### src/rtl/seg_display_scan.sv
// Time-multiplexed 8-digit hex display driver fed from the CPU LED strobe and performance counters.
// Shows frame-stable snapshots, optional leading-zero blanking and an LED-write indicator on digit 0's dp.
module seg_display_scan #(
   parameter int unsigned SCAN_DIV = 100000,
   parameter int unsigned UPD_HOLD = 4
) (
   input  logic        clk,
   input  logic        rst,
   input  logic        led_cpu_enable,
   input  logic [31:0] led_data_in,
   input  logic [31:0] total_cycles,
   input  logic [31:0] condi_branch_num,
   input  logic [31:0] uncondi_branch_num,
   input  logic [31:0] bubble_num,
   input  logic [2:0]  disp_sel,
   input  logic        blank_lz,
   output logic [7:0]  an,
   output logic [7:0]  seg,
   output logic        upd_flag
);

   localparam int unsigned DIV_W = (SCAN_DIV > 1) ? $clog2(SCAN_DIV) : 1;
   localparam int unsigned UPD_W = (UPD_HOLD > 0) ? $clog2(UPD_HOLD + 1) : 1;

   logic [DIV_W-1:0] div_q, div_d;
   logic [2:0]       idx_q, idx_d;
   logic [31:0]      latch_q, latch_d;
   logic [31:0]      snap_q, snap_d;
   logic [UPD_W-1:0] upd_q, upd_d;
   logic             first_q, first_d;
   logic [7:0]       an_q, an_d;
   logic [7:0]       seg_q, seg_d;
   logic             flag_q, flag_d;

   logic        tick;
   logic        frame;
   logic        upd_on;
   logic        blank;
   logic [31:0] src;
   logic [3:0]  nib;
   logic [4:0]  sh;

   // Active-high gfedcba pattern for one hex nibble
   function automatic logic [6:0] hex_pat(input logic [3:0] n);
      logic [6:0] p;
      case (n)
         4'h0: p = 7'h3F;
         4'h1: p = 7'h06;
         4'h2: p = 7'h5B;
         4'h3: p = 7'h4F;
         4'h4: p = 7'h66;
         4'h5: p = 7'h6D;
         4'h6: p = 7'h7D;
         4'h7: p = 7'h07;
         4'h8: p = 7'h7F;
         4'h9: p = 7'h6F;
         4'hA: p = 7'h77;
         4'hB: p = 7'h7C;
         4'hC: p = 7'h39;
         4'hD: p = 7'h5E;
         4'hE: p = 7'h79;
         default: p = 7'h71;
      endcase
      return p;
   endfunction

   always_comb begin
      tick   = (div_q == DIV_W'(SCAN_DIV - 1));
      frame  = tick && (idx_q == 3'd7);
      div_d  = tick ? '0 : div_q + DIV_W'(1);
      idx_d  = tick ? idx_q + 3'd1 : idx_q;

      latch_d = led_cpu_enable ? led_data_in : latch_q;

      case (disp_sel)
         3'd0:    src = latch_q;
         3'd1:    src = total_cycles;
         3'd2:    src = condi_branch_num;
         3'd3:    src = uncondi_branch_num;
         3'd4:    src = bubble_num;
         default: src = 32'd0;
      endcase
      // Old latch value is used even if a write lands on the boundary
      snap_d  = (first_q || frame) ? src : snap_q;
      first_d = 1'b0;

      upd_on = (upd_q != '0);
      if (led_cpu_enable) begin
         upd_d = UPD_W'(UPD_HOLD);
      end else if (frame && upd_on) begin
         upd_d = upd_q - UPD_W'(1);
      end else begin
         upd_d = upd_q;
      end

      sh    = {idx_q, 2'b00};
      nib   = snap_q[sh +: 4];
      blank = blank_lz && (idx_q != 3'd0) && ((snap_q >> sh) == 32'd0);

      an_d       = ~(8'd1 << idx_q);
      seg_d[6:0] = blank ? 7'h7F : ~hex_pat(nib);
      seg_d[7]   = (idx_q == 3'd0) ? ~upd_on : 1'b1;
      flag_d     = upd_on;
   end

   always_ff @(posedge clk or negedge rst) begin
      if (!rst) begin
         div_q   <= '0;
         idx_q   <= '0;
         latch_q <= '0;
         snap_q  <= '0;
         upd_q   <= '0;
         first_q <= 1'b1;
         an_q    <= 8'hFF;
         seg_q   <= 8'hFF;
         flag_q  <= 1'b0;
      end else begin
         div_q   <= div_d;
         idx_q   <= idx_d;
         latch_q <= latch_d;
         snap_q  <= snap_d;
         upd_q   <= upd_d;
         first_q <= first_d;
         an_q    <= an_d;
         seg_q   <= seg_d;
         flag_q  <= flag_d;
      end
   end

   assign an       = an_q;
   assign seg      = seg_q;
   assign upd_flag = flag_q;

endmodule

### config.mk
export PLATFORM = sky130hd
export DESIGN_NAME = seg_display_scan
export DESIGN_NICKNAME = d
export VERILOG_FILES = /design/src/rtl/seg_display_scan.sv
export SDC_FILE = /design/constraint.sdc
export NUM_CORES = 1
export LEC_CHECK = 0
export BUFFER_PORTS_ARGS = -buffer_cell sky130_fd_sc_hd__buf_4
export CAP_MARGIN = 20
export CORE_MARGIN = 1
export CORE_UTILIZATION = 55
export CTS_CLUSTER_DIAMETER = 50
export DETAILED_ROUTE_END_ITERATION = 10
export PLACE_DENSITY = 0.84
export SYNTH_ARGS = -nofsm -noshare
export SYNTH_HDL_FRONTEND = slang
export SYNTH_SLANG_ARGS = --single-unit
### constraint.sdc
create_clock -name clk -period 5.9 [get_ports clk]
set_input_delay 1.18 -clock clk [delete_from_list [all_inputs] [get_ports clk]]
set_output_delay 1.18 -clock clk [all_outputs]
set_load 0.01 [all_outputs]
# Yosys cells after proc, flatten, opt, wreduce, memory -nomap -nowiden
# Memory sizes are Yosys's and may differ from the RTL's.
# Index checks and enable logic that the tools add are counted.
dict set report word_totals {
  register_bits 105
  latch_bits 0
  ram_bits 0
  romBits 112
  input_bits 167
  out_inout_bits 17
  n_memories 1
}
# memory depth width read_ports rd_ports_with_merged_regs write_ports line
set memory_table {}
lappend memory_table {{(no name shown)} 16 7 1 0 0 46} ;# case (n)
dict set report op_classes {
  n_addsub 3
  n_mul 0
  div_mod_pow 0
  magnitude_cmp 0
  n_eq_ne 6
  shifts 3
  mux 6
  bitwise_logic 3
  reduce_logical 11
}
# operator n
set op_table {}
lappend op_table {{one-hot mux 32 bit (5 select lines)} 1}
lappend op_table {{logical NOT 32 bit} 1}
lappend op_table {{variable part select 32 x 6 -> 4 bit} 1}
lappend op_table {{>> shifter 32 x 5 -> 32 bit} 1}
lappend op_table {{adder 17 x 1 -> 17 bit, second input constant} 1}
lappend op_table {{== test 17 bit, second input constant} 1}
lappend op_table {{2-to-1 mux 17 bit} 1}
lappend op_table {{inverter 8 bit} 1}
lappend op_table {{<< shifter 1 x 3 -> 8 bit, first input constant} 1}
lappend op_table {{2-to-1 mux 7 bit} 1}
lappend op_table {{inverter 7 bit} 1}
lappend op_table {{== test 3 x 2 -> 1 bit, second input constant} 2}
lappend op_table {{== test 3 bit, second input constant} 2}
lappend op_table {{logical NOT 3 bit} 2}
lappend op_table {{2-to-1 mux 3 bit} 2}
lappend op_table {{nonzero test 3 bit} 2}
lappend op_table {{logical AND 1 bit} 4}
lappend op_table {{adder 3 x 1 -> 3 bit, second input constant} 1}
lappend op_table {{== test 3 x 1 -> 1 bit, second input constant} 1}
lappend op_table {{subtractor 3 x 1 -> 3 bit, second input constant} 1}
lappend op_table {{nonzero test 2 bit} 1}
lappend op_table {{logical OR 1 bit} 1}
lappend op_table {{2-to-1 mux 1 bit} 1}
lappend op_table {{inverter 1 bit} 1}

# Depth between registers and ports, before layout
# Gate-level depths: netlist of run 1.
dict set report logic_depth {
  word_depth 5
  mapped_depth 12
}

# Worst setup path before layout of run 1
# No wires, ideal clock.
dict set report synth_path {
  kind {register to register}
  startpoint {reg idx_q[0]}
  endpoint {reg seg_q[5] (netlist: seg[5])}
  arrival_time_ps 2668
  required_time_ps 5816
  setup_slack_ps 3148
  path_stages_with_launch 13
  n_path_buf 2
  path_cell_list {dfrtp_1 -> buf_6 -> buf_2 -> mux4_2 -> nand2_1 -> nand2_1 -> inv_1 -> ha_1 -> nand4b_1 -> a2111oi_2 -> nand2b_1 -> o31a_1 -> o2111ai_1}
}
dict set report synth_between {
  elab_chain_len 4
}
# item line
set synth_rtl {}
lappend synth_rtl {{start, declared} 26} ;# logic [2:0] idx_q, idx_d;
lappend synth_rtl {{start signal, assigned} 119} ;# idx_q <= idx_d;
lappend synth_rtl {{variable part select 32 x 6 -> 4 bit, or another cell as far along} 97} ;# nib = snap_q[sh +: 4];
lappend synth_rtl {{memory (16 x 7 bit), or another cell as far along} --}
lappend synth_rtl {{inverter 7 bit or logical AND 1 bit (tied branches)} {101, 98}}
lappend synth_rtl {{2-to-1 mux 7 bit (*)} 101} ;# seg_d[6:0] = blank ? 7'h7F : ~hex_pat(nib);
lappend synth_rtl {{net seg_d[5]} 32} ;# logic [7:0] seg_q, seg_d;
lappend synth_rtl {{end signal, assigned} 125} ;# seg_q <= seg_d;
lappend synth_rtl {{end, declared} 32}
# The timed path passes the listed nets; every way through them passes the cells marked *.
# A chain may end at the register's enable or synchronous reset.

# Final worst setup path of run 1
# Ends and elaborated chain as after synthesis.

==> results of run 1 <==
==> sequential cells by signal, indices dropped and copies added (netlist names) <==
signal    cells
an            8
first_q       1
latch_q      32
idx_q         3
div_q        17
upd_flag      1
snap_q       32
upd_q         3
seg           8
==> cell families (layout without fill, tap and decap cells) <==
group           Yosys count  in the layout
xor+xnor                 16             16
flops                   105            105
mux                      77             77
simple gates            175            175
buf+inv                  46            216
compound gates          128            128
other cells               1              1
fa+ha+maj                15             15
==> report_power, final <==
part | leakage [nW] | switching, mW | internal, mW
registers | 1.29 | 0.0379 | 0.777
logic | 1.96 | 0.143 | 0.167
clock network | 0.0976 | 0.268 | 0.163
==> worst max-delay path, cell delays in order (launching register included) <==
cell,delay [ps]
dfrtp_1,980
mux4_1,680
nand2_1,90
nand2_1,130
inv_1,170
ha_1,190
nand4b_1,140
a2111oi_2,440
nand2b_1,120
o31a_1,350
o2111ai_1,140
==> cells in the final DEF (no fill, tap or decap), types with 10 or more instances in the layout <==
cell type    n
buf_4      189
nand2_1     95
dfrtp_1     88
o21ai_0     70
mux2i_1     33
mux2_2      33
a221oi_1    30
nor2_1      26
dfstp_2     17
ha_1        15
nor3_1      14
inv_1       11
a21oi_1     10
xnor2_1     10
==> cell type report <==
| cell class | instances | area share [%] |
|---|---|---|
| clock buffer | 9 | 1.68 |
| clock inverter | 7 | 0.849 |
| inverter | 11 | 0.560 |
| multi-input combinational | 412 | 39.4 |
| sequential | 105 | 35.9 |
| tap | 133 | 2.26 |
| timing repair buffer | 189 | 19.3 |
==> per-stage QoR <==
| step | utilization, % | hold slack, ps | area [um2] | instances | power [mW] |
|---|---|---|---|---|---|
| global route | 74.4 | 537 | 7370 | 866 | 1.63 |
| global placement | 72.5 | 479 | 7180 | 850 | 1.12 |
| finish | 74.4 | 501 | 7370 | 866 | 1.56 |
| CTS | 74.4 | 502 | 7370 | 866 | 1.56 |
| floorplan | - | 445 | 5720 | 563 | 0.974 |
| detailed placement | 72.5 | 488 | 7180 | 850 | 1.14 |
==> layer usage <==
metal	track usage, %	share of wire [%]
met1	38.2	42
met5	0	0
met2	49.5	50
met4	7.14	1.5
met3	6.95	6.7
==> path summary, 6_finish.rpt <==
path	startpoint	end	slack (ps)	cells after the start
setup / recovery	idx_q[0]	seg[5]	2390	10
hold / removal	div_q[0]	div_q[0]	500	1
setup reg to reg	idx_q[0]	seg[5]	2390	10
hold reg to reg	div_q[0]	div_q[0]	500	1
max in group asynchronous	rst	snap_q[9]	3920	2
min in group asynchronous	rst	div_q[12]	810	1
==> metrics.md, run 1 <==
| Metric | Value |
|---|---|
| Die area | 10800 um2 |
| Unrepaired setup endpoints after global routing | false |
| FF+latch area | 2650 um2 |
| CTS max path bufs | 2 |
| Core area | 9910 um2 |
| Initial Utilization | 57.7% |
| Mapped Area | 5720 um2 |
| Yosys warning count | 0 |
| Sequential cell area fraction in the yosys report | 46.3% |
| Hold Path Class | reg -> reg |
| Clock root cell | clkbuf_8 |
| Place WS | 2440 ps |
| Ports | 184 |
| Initial antenna violation count | 0 |
| Mapped Nets | 745 |
| Port-buffer cells | 183 |
| Synth Area in Simple Gates | 13.6% |
| Post-CTS sizing | 0 |
| Yosys top cell area share | 38.5% |
| Mapped Avg Cell Area | 10.2 um2 |
| Min Tclk post-route | 3510 ps |
| Power density over cell area | 211 nW/um2 |
| # H-tree levels | 3 |
| Adder-Cell Fraction of Synth Area | 3.28% |
| Grt ovf | 0 |
| Total track usage | 29.3% |
| Lkg Pwr | 3.34 nW |
| DIE WIDTH | 104 um |
| Maximum fanout along the worst path | 28 |
| DRT Pass-1 Iters | 5 |
| Mux cell area share after synthesis | 16.9% |
| Setup TNS | 0 ps |
| Avg WL per Cell | 17.7 um |
| Final hold violation count | 0 |
| Number of enable flip-flop cells after synthesis | 0 |
| Critical path arrival | 3800 ps |
| Routed vias/inst | 5.87 |
| Async set-reset flop share out of synthesis | 100% |
| Fin crit share | 59.4% |
| Inserted Clock Buffers | 9 |
| Die H | 104 um |
| N_diodes | 0 |
| Post-synthesis cell count | 563 |
| Ratio of cells with drive above 1 in the final layout | 36.6% |
| Setup ws final | 2390 ps |
| DR vias | 5085 |
| Worst EP required | 6190 ps |
| Vias in the first global route | 5120 |
| Worst vdd ir | 0.167 mV |
| WS Path Type | reg -> reg |
| Setup Fix Bufs, Post-CTS | 0 |
| Dpl hpwl | 11600 um |
| CTS tree | built |
| Remaining antenna violation count | 0 |
| Critical path launch point type | flip-flop |
| Cts hold-fix bufs | 0 |
| Fin. max-slew vios | 0 |
| Clock transition at path regs | 100 ps |
| Slew HR | 37.0% |
| Fin Clk Skew | 13.3 ps |
| Clock sink count | 105 |
| Slew @ Worst Pin | 945 ps |
| Max Freq | 0.285 GHz |
| Max Cap Violations | 0 |
| P&R area growth vs syn | 28.8% |
| Synth top area cells | dfrtp_1 (38%), dfstp_2 (7.8%), mux2_2 (6.5%) |
| Final setup violation count | 0 |
| Gp weighted congestion | 0.914 |
| Distinct cells, synth | 48 |
| Post-route DRC | 0 |
| Largest net degree at the start of global routing | 58 |
| Multi-input logic area | 2910 um2 |
| Row count | 36 |
| Synth Area in Compound Gates | 14.2% |
| Main flop type after synthesis | dfrtp_1 |
| Post-Route WL | 15400 um |
| Worst Setup End Kind | flip-flop |
| Run status | finished, final reports clean |
| Leading cell type by number of instances after synthesis | nand2_1 |
| Initial detailed-routing violation count | 414 |
| Largest area contributor in the synthesized netlist | dfrtp_1 |
| Main combinational cell family by area after synthesis | multiplexers |
| Commonest cells in the netlist | nand2_1 (95), dfrtp_1 (88), o21ai_0 (70) |
| Post-Synth XOR/XNOR Area | 2.45% |
| Worst-skew pair later-pin latency | 370 ps |
| Nets | 910 |
| Fillers | 709 |
| First-pass GRT wire length | 25000 um |
| Synth Register Bits | 105 |
Note: power is estimated with default switching activity, not from simulation.
==> inputs of run 2 (changes only) <==
--- a/config.mk
+++ b/config.mk
@@ -8,10 +8,10 @@
 export BUFFER_PORTS_ARGS = -buffer_cell sky130_fd_sc_hd__buf_4
 export CAP_MARGIN = 20
 export CORE_MARGIN = 1
-export CORE_UTILIZATION = 55
+export CORE_UTILIZATION = 46
 export CTS_CLUSTER_DIAMETER = 50
 export DETAILED_ROUTE_END_ITERATION = 10
-export PLACE_DENSITY = 0.84
+export PLACE_DENSITY = 0.75
 export SYNTH_ARGS = -nofsm -noshare
 export SYNTH_HDL_FRONTEND = slang
 export SYNTH_SLANG_ARGS = --single-unit
==> constraint.sdc (replaced) <==
create_clock -name clk -period 2.9 [get_ports clk]
set_input_delay 0.58 -clock clk [delete_from_list [all_inputs] [get_ports clk]]
set_output_delay 0.58 -clock clk [all_outputs]
set_load 0.01 [all_outputs]
==> metrics.md, run 2 (synthesis gave the netlist of run 1 again) <==
| Metric | Value |
|---|---|
| Most frequent CP cell | nand2_1 (unchanged) |
| Critical path, cell by cell | mux4_1 -> nand2_1 -> nand2_1 -> inv_1 -> ha_1 -> nand4b_1 -> a2111oi_4 -> nand2b_1 -> o31a_1 -> o2111ai_1 (was mux4_1 -> nand2_1 -> nand2_1 -> inv_1 -> ha_1 -> nand4b_1 -> a2111oi_2 -> nand2b_1 -> o31a_1 -> o2111ai_1) |
| Fin Clk Skew | 5.91 ps (was 13.3 ps) |
| Largest net degree at the start of global routing | 57 (was 58) |
| Slew @ Worst Pin | 705 ps (was 945 ps) |
| Critical Path Start | idx_q[0] (unchanged) |
| Maximum fanout along the worst path | 7 (was 28) |
| Worst Setup End Kind | flip-flop (unchanged) |
| Gp weighted congestion | 0.893 (was 0.914) |
| Switching power | 0.891 mW (was 0.449 mW) |
| Clock root cell | clkbuf_16 (was clkbuf_8) |
| Worst Setup EP | seg[5] (unchanged) |
| Setup TNS | 0 ps (unchanged) |
| Cts hold-fix bufs | 0 (unchanged) |
| Initial Utilization | 47.4% (was 57.7%) |
| Worst vdd ir | 0.301 mV (was 0.167 mV) |
| N_diodes | 0 (unchanged) |
| Sw frac | 24.5% (was 28.8%) |
| WS Path Type | reg -> reg (unchanged) |
| Final setup violation count | 0 (unchanged) |
| CP max stage delay | 590 ps (was 980 ps) |
| First-pass GRT wire length | 25100 um (was 25000 um) |
| DR vias | 5013 (was 5085) |
| Row count | 40 (was 36) |
| Ports | 184 (unchanged) |
| Regs by FF count | latch_q (32), snap_q (32), div_q (17) (unchanged) |
| Routed vias/inst | 5.49 (was 5.87) |
| Ratio of cells with drive above 1 in the final layout | 37.7% (was 36.6%) |
| Levels on crit path | 10 (unchanged) |
| Final hold violation count | 0 (unchanged) |
| Initial antenna violation count | 0 (unchanged) |
| Fin. max-slew vios | 0 (unchanged) |
| Total track usage | 25.0% (was 29.3%) |
| Die H | 114 um (was 104 um) |
| Part of the power in combinational logic | 17.6% (was 20.0%) |
| Grt ovf | 0 (unchanged) |
| Nets | 922 (was 910) |
| Remaining antenna violation count | 0 (unchanged) |
| Worst r2r src | idx_q[0] (unchanged) |
| Final Instance Area | 7660 um2 (was 7370 um2) |
| Commonest cells after routing, fill and taps aside | buf_4 (201), nand2_1 (95), dfrtp_1 (87) (was buf_4 (189), nand2_1 (95), dfrtp_1 (88)) |
| CP delay by family, top | compound AO/OA/AOI/OAI gates (was flip-flops) |
| Hold Path Class | in -> async (was reg -> reg) |
| P&R area growth vs syn | 33.8% (was 28.8%) |
| Vias in the first global route | 5052 (was 5120) |
| Clock share of power | 36.6% (was 27.6%) |
| Critical path arrival | 2880 ps (was 3800 ps) |
| Fin crit share | 90.4% (was 59.4%) |
| Initial detailed-routing violation count | 329 (was 414) |
| Power density over cell area | 474 nW/um2 (was 211 nW/um2) |
| CP max stage cell | mux4_1 (was dfrtp_1) |
| Min Tclk post-route | 2620 ps (was 3510 ps) |
| Max Cap Violations | 0 (unchanged) |
| Unrepaired setup endpoints after global routing | false (unchanged) |
| Post-DP Area | 7310 um2 (was 7180 um2) |
| Inserted Clock Buffers | 9 (unchanged) |
| Die area | 12900 um2 (was 10800 um2) |
| Commonest non-fill, non-tap cell in the layout | buf_4 (unchanged) |
| Internal Pwr Total | 2.74 mW (was 1.11 mW) |
| Run status | finished, final reports clean (unchanged) |
| Post-route DRC | 0 (unchanged) |
| CTS tree | built (unchanged) |
| Port-buffer cells | 183 (unchanged) |
| # H-tree levels | 3 (unchanged) |
| Critical path launch point type | flip-flop (unchanged) |
| Clock transition at path regs | 70 ps (was 100 ps) |
| Core area | 12100 um2 (was 9910 um2) |
| Clock sink count | 105 (unchanged) |
| Dpl hpwl | 11600 um (about the same) |
| R2R setup slack | 280 ps (was 2390 ps) |
| DRT Pass-1 Iters | 4 (was 5) |
| Max Freq | 0.382 GHz (was 0.285 GHz) |
| DIE WIDTH | 114 um (was 104 um) |
| Lkg Pwr | 3.46 nW (was 3.34 nW) |
| Post-Route WL | 15100 um (was 15400 um) |
| Slew HR | 53.0% (was 37.0%) |
| Worst-skew pair later-pin latency | 350 ps (was 370 ps) |
| Worst EP required | 3160 ps (was 6190 ps) |
| R2R Path End | seg[5] (unchanged) |
| CTS max path bufs | 2 (unchanged) |
| Worst path bufs/invs | 1 (unchanged) |
| Avg WL per Cell | 16.5 um (was 17.7 um) |
| Worst Reg-to-Reg Cells | 10 (unchanged) |
| Sequential share of power | 45.7% (was 52.4%) |
-- run 2: cell types whose count changed in the layout (fill, tap and decap cells not counted), moves of 2 or more --
cell | before | now
clkbuf_16 | 0 | 9
inv_8 | 2 | 0
clkbuf_8 | 9 | 2
bufinv_16 | 0 | 2
buf_4 | 189 | 201
clkinv_4 | 3 | 0
-- run 2: worst min-delay path by stage --
stage | to | slack [ps] | depth (start not counted) | startpoint
after global placement | div_q[0] | 470 | 1 | div_q[0]
after global routing | div_q[7] | 340 | 1 | rst
after CTS | upd_q[2] | 310 | 1 | rst
after detailed placement | div_q[11] | 480 | 1 | div_q[11]
final | div_q[8] | 280 | 1 | rst
after floorplan | div_q[0] | 280 | 0 | rst
-- run 2: per-stage QoR --
| step | total power, mW | setup WS, ps | utilization, % | hold slack [ps] | cells |
|---|---|---|---|---|---|
| after floorplan | 1.98 | 148 | - | 284 | 563 |
| after global placement | 2.30 | 208 | 60.6 | 472 | 896 |
| after detailed placement | 2.33 | 47.4 | 60.6 | 484 | 896 |
| after CTS | 3.65 | 38.9 | 63.3 | 306 | 912 |
| after global routing | 3.80 | 103 | 63.5 | 338 | 913 |
| final | 3.63 | 279 | 63.5 | 280 | 913 |
-- run 2: power by group through the flow --
stage	combinational [mW]	clock (mW)	sequential [mW]
finish	0.641	1.33	1.66
global route	0.713	1.42	1.67
CTS	0.642	1.35	1.66
detailed placement	0.641	0	1.69
global placement	0.625	0	1.68
floorplan	0.315	0	1.67
-- run 2: what timing repair did --
action	4_1_cts	5_1_grt
setup buffers	0	1
gates resized for setup	0	3
endpoints found under the setup margin	0	7
-- run 2: final cells by class --
cell class                 count  area, um2
clock buffer                  12        256
clock inverter                 4       73.8
fill                        1020       4410
inverter                      11       41.3
multi-input combinational    412       2920
sequential                   105       2650
tap                          168        210
timing repair buffer         201       1510
-- run 2: per-layer routing --
metal,vias up,track usage [%],wire (um)
met5,-,0,0
met4,0,6.84,183
met3,18,6.00,913
met2,159,41.0,7370
met1,2438,33.1,6590
li1,2398,-,-
-- run 2: worst register-to-register path, stage by stage (launching register included) --
cell and delay [ps]:
dfrtp_2 450, mux4_1 590, nand2_1 80, nand2_1 70, inv_1 120, ha_1 190
nand4b_1 170, a2111oi_4 270, nand2b_1 90, o31a_1 370, o2111ai_1 130
